<file path="src/rtl/msg_ingress_arb.sv">
// Packet-level round-robin arbiter: locks a winning Avalon-ST port from sop to eop and tags beats with the source port.
// Optional per-port accepted-packet counters are enabled with `define MSG_INGRESS_ARB_PKT_CNT_EN.
`timescale 1ns/1ps

module msg_ingress_arb #(
  parameter int unsigned NUM_PORTS      = 4,
  parameter int unsigned IN_WIDTH       = 64,
  parameter int unsigned IN_EMPTY_WIDTH = $clog2(IN_WIDTH/8),
  parameter int unsigned PORT_W         = $clog2(NUM_PORTS)
`ifdef MSG_INGRESS_ARB_PKT_CNT_EN
  , parameter int unsigned CNT_WIDTH    = 16
`endif
) (
  input  logic                               clk,
  input  logic                               reset,
  input  logic [NUM_PORTS-1:0]               in_valid,
  input  logic [NUM_PORTS-1:0]               in_startofpacket,
  input  logic [NUM_PORTS-1:0]               in_endofpacket,
  input  logic [NUM_PORTS*IN_WIDTH-1:0]      in_data,
  input  logic [NUM_PORTS*IN_EMPTY_WIDTH-1:0] in_empty,
  input  logic [NUM_PORTS-1:0]               in_error,
  output logic [NUM_PORTS-1:0]               in_ready,
  output logic                               out_valid,
  output logic                               out_startofpacket,
  output logic                               out_endofpacket,
  output logic [IN_WIDTH-1:0]                out_data,
  output logic [IN_EMPTY_WIDTH-1:0]          out_empty,
  output logic                               out_error,
  input  logic                               out_ready,
  output logic [PORT_W-1:0]                  out_port,
  output logic                               busy,
`ifdef MSG_INGRESS_ARB_PKT_CNT_EN
  output logic [NUM_PORTS*CNT_WIDTH-1:0]     pkt_count,
`endif
  output logic                               stray_drop
);

  typedef enum logic {IDLE = 1'b0, LOCKED = 1'b1} state_t;

  state_t                   state_q, state_d;
  logic [PORT_W-1:0]        rr_q, rr_d;
  logic [PORT_W-1:0]        grant_q, grant_d;
  logic [PORT_W-1:0]        last_port_q;
  logic                     gap_q, gap_d;
  logic                     stray_q, stray_c;
  logic [NUM_PORTS-1:0]     req, stray_vec, ready_c;
  logic [PORT_W-1:0]        win, cand, sel, out_port_c;
  logic                     win_found, sel_valid, port_drive;
  logic                     sel_sop, sel_eop, sel_err;
  logic [IN_WIDTH-1:0]      sel_data;
  logic [IN_EMPTY_WIDTH-1:0] sel_empty;

  assign req       = in_valid & in_startofpacket;
  assign stray_vec = in_valid & ~in_startofpacket;

  // Round-robin search starting just after the last packet's port
  always_comb begin
    win       = rr_q;
    cand      = rr_q;
    win_found = 1'b0;
    for (int unsigned i = 1; i <= NUM_PORTS; i++) begin
      cand = PORT_W'((32'(rr_q) + i) % NUM_PORTS);
      if (!win_found && req[cand]) begin
        win       = cand;
        win_found = 1'b1;
      end
    end
  end

  assign sel = (state_q == LOCKED) ? grant_q : win;

  // Zero-latency beat mux
  always_comb begin
    sel_data  = '0;
    sel_empty = '0;
    sel_sop   = 1'b0;
    sel_eop   = 1'b0;
    sel_err   = 1'b0;
    for (int unsigned p = 0; p < NUM_PORTS; p++) begin
      if (sel == PORT_W'(p)) begin
        sel_data  = in_data[p*IN_WIDTH +: IN_WIDTH];
        sel_empty = in_empty[p*IN_EMPTY_WIDTH +: IN_EMPTY_WIDTH];
        sel_sop   = in_startofpacket[p];
        sel_eop   = in_endofpacket[p];
        sel_err   = in_error[p];
      end
    end
  end

  // Next-state and handshake decode
  always_comb begin
    state_d    = state_q;
    rr_d       = rr_q;
    grant_d    = grant_q;
    gap_d      = 1'b0;
    ready_c    = '0;
    sel_valid  = 1'b0;
    stray_c    = 1'b0;
    port_drive = 1'b0;
    case (state_q)
      IDLE: begin
        ready_c = stray_vec;
        stray_c = |stray_vec;
        // gap_q blocks the grant for one cycle after a locked packet ends
        if (win_found && !gap_q) begin
          sel_valid    = 1'b1;
          port_drive   = 1'b1;
          ready_c[sel] = out_ready;
          if (out_ready) begin
            if (sel_eop) begin
              rr_d = sel;
            end else begin
              grant_d = sel;
              state_d = LOCKED;
            end
          end
        end
      end
      LOCKED: begin
        port_drive   = 1'b1;
        sel_valid    = in_valid[sel];
        ready_c[sel] = out_ready;
        if (sel_valid && out_ready && sel_eop) begin
          rr_d    = sel;
          state_d = IDLE;
          gap_d   = 1'b1;
        end
      end
      default: state_d = IDLE;
    endcase
  end

  assign out_port_c = port_drive ? sel : last_port_q;

  always_ff @(posedge clk) begin
    if (reset) begin
      state_q     <= IDLE;
      rr_q        <= PORT_W'(NUM_PORTS - 1);
      grant_q     <= '0;
      gap_q       <= 1'b0;
      stray_q     <= 1'b0;
      last_port_q <= '0;
    end else begin
      state_q     <= state_d;
      rr_q        <= rr_d;
      grant_q     <= grant_d;
      gap_q       <= gap_d;
      stray_q     <= stray_c;
      last_port_q <= out_port_c;
    end
  end

  // Outputs are forced quiet while reset is held
  assign in_ready          = reset ? '0 : ready_c;
  assign out_valid         = sel_valid && !reset;
  assign out_startofpacket = sel_sop;
  assign out_endofpacket   = sel_eop;
  assign out_data          = sel_data;
  assign out_empty         = sel_empty;
  assign out_error         = sel_err;
  assign out_port          = reset ? '0 : out_port_c;
  assign busy              = (state_q == LOCKED) && !reset;
  assign stray_drop        = stray_q && !reset;

`ifdef MSG_INGRESS_ARB_PKT_CNT_EN
  logic [CNT_WIDTH-1:0] cnt_q [NUM_PORTS];

  // Saturating count of accepted eop beats per port
  always_ff @(posedge clk) begin
    for (int unsigned p = 0; p < NUM_PORTS; p++) begin
      if (reset) begin
        cnt_q[p] <= '0;
      end else if (sel_valid && out_ready && sel_eop && (sel == PORT_W'(p)) && (cnt_q[p] != '1)) begin
        cnt_q[p] <= cnt_q[p] + CNT_WIDTH'(1);
      end
    end
  end

  for (genvar gp = 0; gp < NUM_PORTS; gp++) begin : g_cnt_out
    assign pkt_count[gp*CNT_WIDTH +: CNT_WIDTH] = cnt_q[gp];
  end
`endif

endmodule

</file>
<file path="config.mk">
export PLATFORM = sky130hd
export DESIGN_NAME = msg_ingress_arb
export DESIGN_NICKNAME = d
export VERILOG_FILES = /design/src/rtl/msg_ingress_arb.sv
export SDC_FILE = /design/constraint.sdc
export NUM_CORES = 1
export LEC_CHECK = 0
export CORE_AREA = 2 2 142 144
export DETAILED_ROUTE_END_ITERATION = 7
export DIE_AREA = 0 0 144 146
export DONT_BUFFER_PORTS = 1
export GPL_TIMING_DRIVEN = 0
export PLACE_DENSITY = 0.39
export SKIP_LAST_GASP = 1
export SLEW_MARGIN = 0
export SYNTH_ARGS = -nofsm -noshare
export SYNTH_HDL_FRONTEND = slang
export SYNTH_SLANG_ARGS = --single-unit
</file>
<file path="constraint.sdc">
create_clock -name clk -period 3.1 [get_ports clk]
set_clock_uncertainty 0.2 [all_clocks]
set_input_delay 0.62 -clock clk [delete_from_list [all_inputs] [get_ports clk]]
set_output_delay 0.62 -clock clk [all_outputs]
set_load 0.01 [all_outputs]
</file>
==> results_dict.tcl, run 1 <==
set metrics [dict create \
    failed_checks "setup timing" \
    netlist_instances 574 \
    grt_max_degree 11 \
    drc_errors 0 \
    finalWorstSetupSlack_ns -0.0272 \
    syn_nets 861 \
    worstPathCellList "and2_4, a31oi_2, o221a_4, a21o_1, clkbuf_16, clkbuf_16, buf_8, nand2_1, a31oi_4" \
    leakage_nw 2.01 \
    report.final.slew_viol_count 0 \
    path_max_fanout 10 \
    clk_path_buf_depth 2 \
    grt_antenna_before_repair 2 \
    finalPower_w 0.00944 \
    grt_remaining_overflow 0 \
    wl_per_cell_um 21.5 \
    synthArstFlopShare_pct 0 \
    core_mm2 0.0193 \
    io_pins 366 \
    synthesis.area_mm2 0.00299 \
    endpoint_kind "primary output" \
    cts_max_level 1 \
    p_per_area_mw_per_mm2 1840 \
    layout_min_cycle_time_ns 3.13 \
    fp.dieH_um 146 \
    synth.distinct_cells 46 \
    max_freq_ghz 0.320 \
    grtUsageTotal_pct 14.7 \
    critPathRequiredTime_ns 2.28 \
    dpl.hpwl_mm 13.4 \
    floorplan.initialDensity_pct 15.5 \
    dieArea_mm2 0.0210 \
    grt_pass1_wl_mm 23.7 \
    die_x_um 144 \
    root_buffer "clkbuf_16" \
    clock-sinks 9 \
    drt_iter0_markers 155 \
    fin_crit_sh_pct 101 \
    status "finished with violations" \
    rows 51 \
    maxCapViolCount 0 \
    cts_made_buffers 3 \
    place_area_mm2 0.00332 \
    cts_hold_buf 0 \
    ys.warnings.count 0 \
    synth-main-ff-cell "dfxtp_1" \
    dr.pass1.iters 4 \
    ant_nets 0 \
    cp_slowest_cell "o221a_4" \
    worst_pin_slew_ns 0.497 \
    design_area_mm2 0.00514 \
    io_buffers 0 \
    num_vias 4380 \
    peakVddDrop_mv 0.923 \
    synth-seq-cells 9 \
    drive_gt1_share_pct 31.1 \
    critPathKind "in2out" \
    grt_pass1_vias 4291 \
    fillers 2135 \
    crit_top_cell "clkbuf_16" \
    synth_edf_count 0 \
    hold_viol 0 \
    worstSetupStartpointType "input pin" \
    cts.clk_slew.worst_paths_ns 0.04 \
    nets 886 \
    cpPeakStageDelay_ns 0.25 \
    syn2layout_area_growth_pct 72.1 \
    yosysSeqAreaShare_pct 6.03 \
    cp_data_arrival_time_ns 2.31 \
    hp-class "reg2reg" \
    tritoncts "done" \
    avgViaCountPerCell 5.06 \
    gp_congestion 0.825 \
    rsz0062_at_grt "yes" \
    routed_wl_mm 18.6 \
    clkLatencyLatePin_ns 0.23 \
    relSlewSlack_pct 66.9 \
    setup_viol 2 \
    avgSynthCellArea_um2 5.21 \
]
==> logic make-up after synthesis <==
kind of cell | Yosys count | share of synthesized area, %
compound gates | 106 | 24.7
buf+inv | 54 | 8.71
flops | 9 | 6.03
mux | 4 | 1.88
simple gates | 401 | 58.6
==> registers in the layout (all words and copies together), names as in the netlist <==
| register | count |
|---|---|
| stray_q | 1 |
| rr_q | 2 |
| grant_q | 2 |
| gap_q | 1 |
| state_q | 1 |
| last_port_q | 2 |
==> worst max-delay path, delay by kind of cell <==
| family | cells | cell delay, ns |
|---|---|---|
| AOI/OAI and AO/OA | 4 | 0.89 |
| buffers and inverters | 3 | 0.52 |
| and+or+nand+nor | 2 | 0.26 |
==> path summary, 6_finish.rpt <==
path                  startpoint             end  slack [ns]  cells after the start
hold / removal    last_port_q[0]  last_port_q[0]        0.35                      2
setup / recovery     in_valid[3]    out_data[60]       -0.03                      9
hold reg to reg   last_port_q[0]  last_port_q[0]        0.35                      2
setup reg to reg         state_q         rr_q[0]        0.50                     10
==> per-layer routing <==
layer  routed length, µm  track usage, %  vias up
met2                9630            28.1      244
met4                 556            5.83        0
met5                   0               0        -
met3                1300            2.50       32
li1                    -               -     2036
met1                7100            15.6     2068
==> stage by stage <==
stage               util (%)  hold WS [ns]  std cells  worst slack, ns  setup TNS, ns
floorplan                  -         0.316        574           0.0745              0
global placement        17.2         0.344        839           -0.814         -51.20
detailed placement      17.2         0.345        839           -0.828         -51.25
CTS                     21.6         0.354        851          -0.0203         -0.128
global route            26.6         0.385        865           -0.101          -3.55
finish                  26.6         0.350        865          -0.0272        -0.0284
==> cell usage in the layout, fill, tap and decap left out, drive strengths merged, types with 2 or more instances in the layout <==
cell / netlist / layout
nand2: 292 / 292
and3: 71 / 71
a31oi: 70 / 70
buf: 30 / 48
clkbuf: 20 / 25
nor2: 12 / 12
dfxtp: 9 / 9
a21oi: 8 / 8
nand2b: 6 / 6
inv: 4 / 4
nor3: 4 / 4
a211oi: 4 / 4
o22ai: 4 / 4
nor2b: 3 / 3
mux2: 3 / 3
nand3: 3 / 3
and2: 3 / 3
diode: 0 / 2
o21a: 2 / 2
a41oi: 2 / 2
o211ai: 2 / 2
nor4: 2 / 2
and3b: 2 / 2
o31ai: 2 / 2
o21bai: 2 / 2
==> layout make-up <==
type                       instances  area [µm²]  share of cell area [%]
sequential                         9         183                    3.55
clock buffer                       4        78.8                    1.53
antenna                            2        5.00                  0.0973
tap                              265         332                    6.45
multi-input combinational        511        3680                    71.5
inverter                           4        15.0                   0.292
buffer                            48         495                    9.64
timing repair buffer              22         358                    6.96
==> Yosys cell counts, types with 5 or more instances <==
library cell	number	area share, %
nand2_1	292	37
nor2_1	12	1.5
a31oi_1	70	15
buf_1	5	0.63
a21oi_1	6	1.0
clkbuf_1	20	2.5
nand2b_1	6	1.3
dfxtp_1	9	6.0
buf_2	16	2.7
and3_1	70	15
buf_4	8	2.0
==> report_power, final <==
part           leakage (nW)  internal (W)  total (W)  switching (W)
Combinational          1.90       0.00379    0.00902        0.00522
Clock                0.0382      0.000172   0.000231      0.0000592
Sequential           0.0732      0.000161   0.000194      0.0000329
Total                  2.01       0.00413    0.00944        0.00532
==> timing repair <==
| action | in CTS | in global routing |
|---|---|---|
| endpoints found under the setup margin | 75 | 75 |
| pin swaps | 3 | 21 |
| buffers inserted | 8 | 5 |
| gates cloned | 1 | 8 |
| resized for setup | 140 | 151 |
Note: power is estimated with default switching activity, not from simulation.
==> run 2: changes to the inputs <==
GPL_TIMING_DRIVEN = default   (was 0)
==> results_dict.tcl, run 2 (synthesized netlist as in run 1, its figures left out) <==
set metrics [dict create \
    drive_gt1_share_pct 20.1 \
    core_mm2 0.0193 \
    ant_nets 0 \
    switchingPower_w 0.00396 \
    dpl.hpwl_mm 11.5 \
    clk_path_buf_depth 2 \
    syn2layout_area_growth_pct 40.5 \
    routed_wl_mm 15.6 \
    worstSetupStartpointType "input pin" \
    drt_iter0_markers 298 \
    design_area_mm2 0.00420 \
    p_per_area_mw_per_mm2 1760 \
    grtUsageTotal_pct 12.5 \
    final_cell_mix "nand2_1 (290), and3_1 (70), buf_4 (58)" \
    grt_max_degree 44 \
    wl_per_cell_um 17.8 \
    cpPeakStageDelay_ns 0.27 \
    setup_viol 0 \
    status "finished, final reports clean" \
    max_freq_ghz 0.326 \
    cp_slowest_cell "bufbuf_16" \
    leakage_nw 1.91 \
    seq_power_share_pct 2.9 \
    hold_ws_ns 0.241 \
    worstPathCellList "and2_4, a32oi_2, o21a_1, a21o_4, bufbuf_16, buf_4, nand2_1, and3_1, a31oi_1, buf_4" \
    io_buffers 0 \
    dr.pass1.iters 5 \
    grt_pass1_wl_mm 20.8 \
    relSlewSlack_pct 72.3 \
    p_int_w 0.00345 \
    fillers 2208 \
    ff_latch_area_um2 184 \
    rows 51 \
    critPathRequiredTime_ns 2.28 \
    critPathKind "in2out" \
    die_x_um 144 \
    io_pins 366 \
    fin_crit_sh_pct 98.8 \
    maxCapViolCount 0 \
    num_vias 4350 \
    cp_data_arrival_time_ns 2.24 \
    tritoncts "done" \
    cts.clk_slew.worst_paths_ns 0.04 \
    worst_pin_slew_ns 0.411 \
    avgViaCountPerCell 4.97 \
    gp_congestion 0.831 \
    cpLargestDelayFamily "compound AO/OA/AOI/OAI gates" \
    drc_errors 0 \
    path_max_fanout 6 \
    floorplan.initialDensity_pct 15.5 \
    crit_top_cell "buf_4" \
    grt_pass1_vias 4079 \
    grt_remaining_overflow 0 \
    root_buffer "clkbuf_16" \
    cts_made_buffers 3 \
    crit_buf_inv 3 \
    cts_hold_buf 0 \
    clock-sinks 9 \
    finalWorstSetupSlack_ns 0.0359 \
    clkLatencyLatePin_ns 0.23 \
    peakVddDrop_mv 0.503 \
    nets 896 \
    endpoint_kind "primary output" \
    hold_viol 0 \
    layout_commonest_cell "nand2_1" \
    fp.dieH_um 146 \
    grt_antenna_before_repair 2 \
    comb_power_share_pct 94.1 \
    clkPwrFrac_pct 3.0 \
    reg.largest.list "grant_q: 2 flops, last_port_q: 2 flops, rr_q: 2 flops" \
    netSwitchingFraction_pct 53.4 \
    cts_max_level 1 \
    fin_util_pct 21.7 \
    dieArea_mm2 0.0210 \
    place_area_mm2 0.00374 \
    layout_min_cycle_time_ns 3.06 \
    hp-class "in2reg" \
    report.final.slew_viol_count 0 \
    rsz0062_at_grt "yes" \
    multi_input_area_mm2 0.00271 \
    post-place-ws_ns -0.0681 \
]
==> run 2: worst reg2reg max path, delay by kind of cell (launching register included) <==
family          cells  cell delay, ns
compound gates      5            1.09
flops               1            0.44
mux                 1            0.56
buf+inv             1            0.23
==> run 2: power groups by stage <==
stage | registers (W) | clock network [W] | logic (W)
finish | 0.000213 | 0.000226 | 0.00697
global route | 0.000219 | 0.000236 | 0.00755
CTS | 0.000201 | 0.000229 | 0.00668
detailed placement | 0.000202 | 0 | 0.00606
global placement | 0.000204 | 0 | 0.00610
floorplan | 0.000180 | 0 | 0.00392
==> run 2: final cells by class <==
class	instances	area share [%]
antenna	2	0.119
tap	265	7.90
multi-input combinational	511	64.6
inverter	4	0.358
clock buffer	4	1.88
sequential	9	4.38
timing repair buffer	80	20.8
==> run 2: worst paths after layout <==
kind | from | to | slack (ns) | cells after the start
hold reg to reg | last_port_q[0] | last_port_q[0] | 0.35 | 2
setup reg to reg | state_q | state_q | 0.49 | 7
setup / recovery | in_valid[3] | out_data[47] | 0.04 | 10
hold / removal | reset | state_q | 0.24 | 1
==> run 2: timing repair <==
action	CTS	global route
cloned	4	2
pin swaps	4	4
buffers inserted	6	1
setup endpoints to repair	7	65
gates resized for setup	7	28
==> run 2: metal layers <==
layer	global-route usage, %	wire [µm]	vias up
met5	0	0	-
met4	4.41	429	0
met3	2.57	1180	26
met2	25.2	8200	281
met1	12.2	5760	1991
li1	-	-	2052
==> run 2: stage by stage <==
stage	total power (W)	setup TNS, ns	cells
finish	0.00741	0	875
global route	0.00800	-0.743	875
CTS	0.00711	-0.00595	871
detailed placement	0.00626	-0.109	857
global placement	0.00631	-0.175	857
floorplan	0.00410	0	574
==> run 3: changes to the inputs <==
RECOVER_POWER = 100   (was default)
==> results_dict.tcl, run 3 (synthesized netlist as in run 1, its figures left out) <==
set metrics [dict create \
    endpoint_kind "primary output" \
    startpoint "in_valid[3]" \
    hold_viol 0 \
    dpl.hpwl_mm 11.5 \
    drt_iter0_markers 291 \
    reg2regPathDepth 8 \
    min_from "reset" \
    core_mm2 0.0193 \
    clk_path_buf_depth 2 \
    maxCapViolCount 0 \
    peakVddDrop_mv 0.503 \
    fp.dieH_um 146 \
    dieArea_mm2 0.0210 \
    syn2layout_area_growth_pct 38.4 \
    wl_per_cell_um 17.8 \
    worst_pin_slew_ns 0.411 \
    die_x_um 144 \
    hp-class "in2reg" \
    setup_viol 0 \
    cts_made_buffers 3 \
    cp_slowest_cell "bufbuf_16" \
    clock-sinks 9 \
    critPathRequiredTime_ns 2.28 \
    tritoncts "done" \
    hold_depth 1 \
    num_vias 4357 \
    finalPower_w 0.00724 \
    routed_wl_mm 15.6 \
    worstPathCellList "and2_4, a32oi_2, o21a_1, a21o_4, bufbuf_16, clkbuf_4, nand2_1, and3_1, a31oi_2" \
    path_max_fanout 8 \
    cpPeakStageDelay_ns 0.27 \
    root_buffer "clkbuf_16" \
    io_buffers 0 \
    report.final.slew_viol_count 0 \
    grt_pass1_vias 4079 \
    max_freq_ghz 0.326 \
    layout_commonest_cell "nand2_1" \
    finalWorstSetupSlack_ns 0.0337 \
    fin_util_pct 21.4 \
    grtUsageTotal_pct 12.5 \
    final_cell_mix "nand2_1 (290), and3_1 (70), a31oi_1 (53), buf_4 (53), a31oi_2 (16)" \
    rows 51 \
    leakage_nw 1.88 \
    grt_remaining_overflow 0 \
    worstSetupStartpointType "input pin" \
    drive_gt1_share_pct 19.2 \
    critPathKind "in2out" \
    status "finished, final reports clean" \
    ant_nets 0 \
    layout_min_cycle_time_ns 3.07 \
    cp_data_arrival_time_ns 2.25 \
    ff2ff_setup_slack_ns 0.47 \
    io_pins 366 \
    floorplan.initialDensity_pct 15.5 \
    grt_antenna_before_repair 2 \
    final.setup.tns_ns 0 \
    p_per_area_mw_per_mm2 1750 \
    cts.clk_slew.worst_paths_ns 0.04 \
    grt_max_degree 44 \
    drc_errors 0 \
    cts_max_level 1 \
    rsz0062_at_grt "yes" \
    r2r_start "state_q" \
    post-place-ws_ns -0.0681 \
    grt_pass1_wl_mm 20.8 \
    fin_crit_sh_pct 98.9 \
    gp_congestion 0.831 \
    reg.largest.list "grant_q: 2 flops, last_port_q: 2 flops, rr_q: 2 flops" \
    dr.pass1.iters 5 \
    nets 896 \
    clkLatencyLatePin_ns 0.23 \
    avgViaCountPerCell 4.98 \
    relSlewSlack_pct 72.3 \
]
## run 3: final cells by class
| class | instances | area, µm² |
|---|---|---|
| Tap cell | 265 | 332 |
| Clock buffer | 4 | 78.8 |
| Inverter | 4 | 15.0 |
| Antenna cell | 2 | 5.00 |
| Fill cell | 2217 | 15200 |
| Sequential cell | 9 | 184 |
| Timing Repair Buffer | 80 | 818 |
| Multi-Input combinational cell | 511 | 2700 |
## run 3: worst paths after layout
kind	end
setup reg to reg	rr_q[0]
setup / recovery	out_data[59]
hold / removal	state_q
hold reg to reg	last_port_q[0]
## run 3: worst max-delay path, delay by kind of cell
family	cells	cell delay, ns
buffers and inverters	2	0.45
AND/OR/NAND/NOR	3	0.39
AO/OA/AOI/OAI	4	0.79
## run 3: power by group
part	leakage, nW	internal (W)	switching, W
Sequential	0.0736	0.000163	0.0000508
Combinational	1.77	0.00297	0.00382
Clock	0.0382	0.000172	0.0000540
## run 3: routing by layer
metal	vias to the layer above	wire length [µm]	GRT usage (%)
li1	2051	-	-
met1	1998	5730	12.2
met2	280	8220	25.2
met3	28	1180	2.57
met4	0	430	4.41
met5	-	0	0
## run 3: through the flow
step | area (µm²) | cells | hold slack (ns)
2_1_floorplan | 2990 | 574 | 0.316
6_report | 4140 | 875 | 0.241
3_5_place_dp | 3740 | 857 | 0.346
3_3_place_gp | 3740 | 857 | 0.347
5_1_grt | 4140 | 875 | 0.235
4_1_cts | 4030 | 871 | 0.247
## run 3: what timing repair did
action / CTS / global route
setup buffers: 6 / 1
pin swaps: 4 / 4
gates resized for setup: 7 / 28
endpoints found under the setup margin: 7 / 65
hold buffers: 0 / 0
cloned: 4 / 2
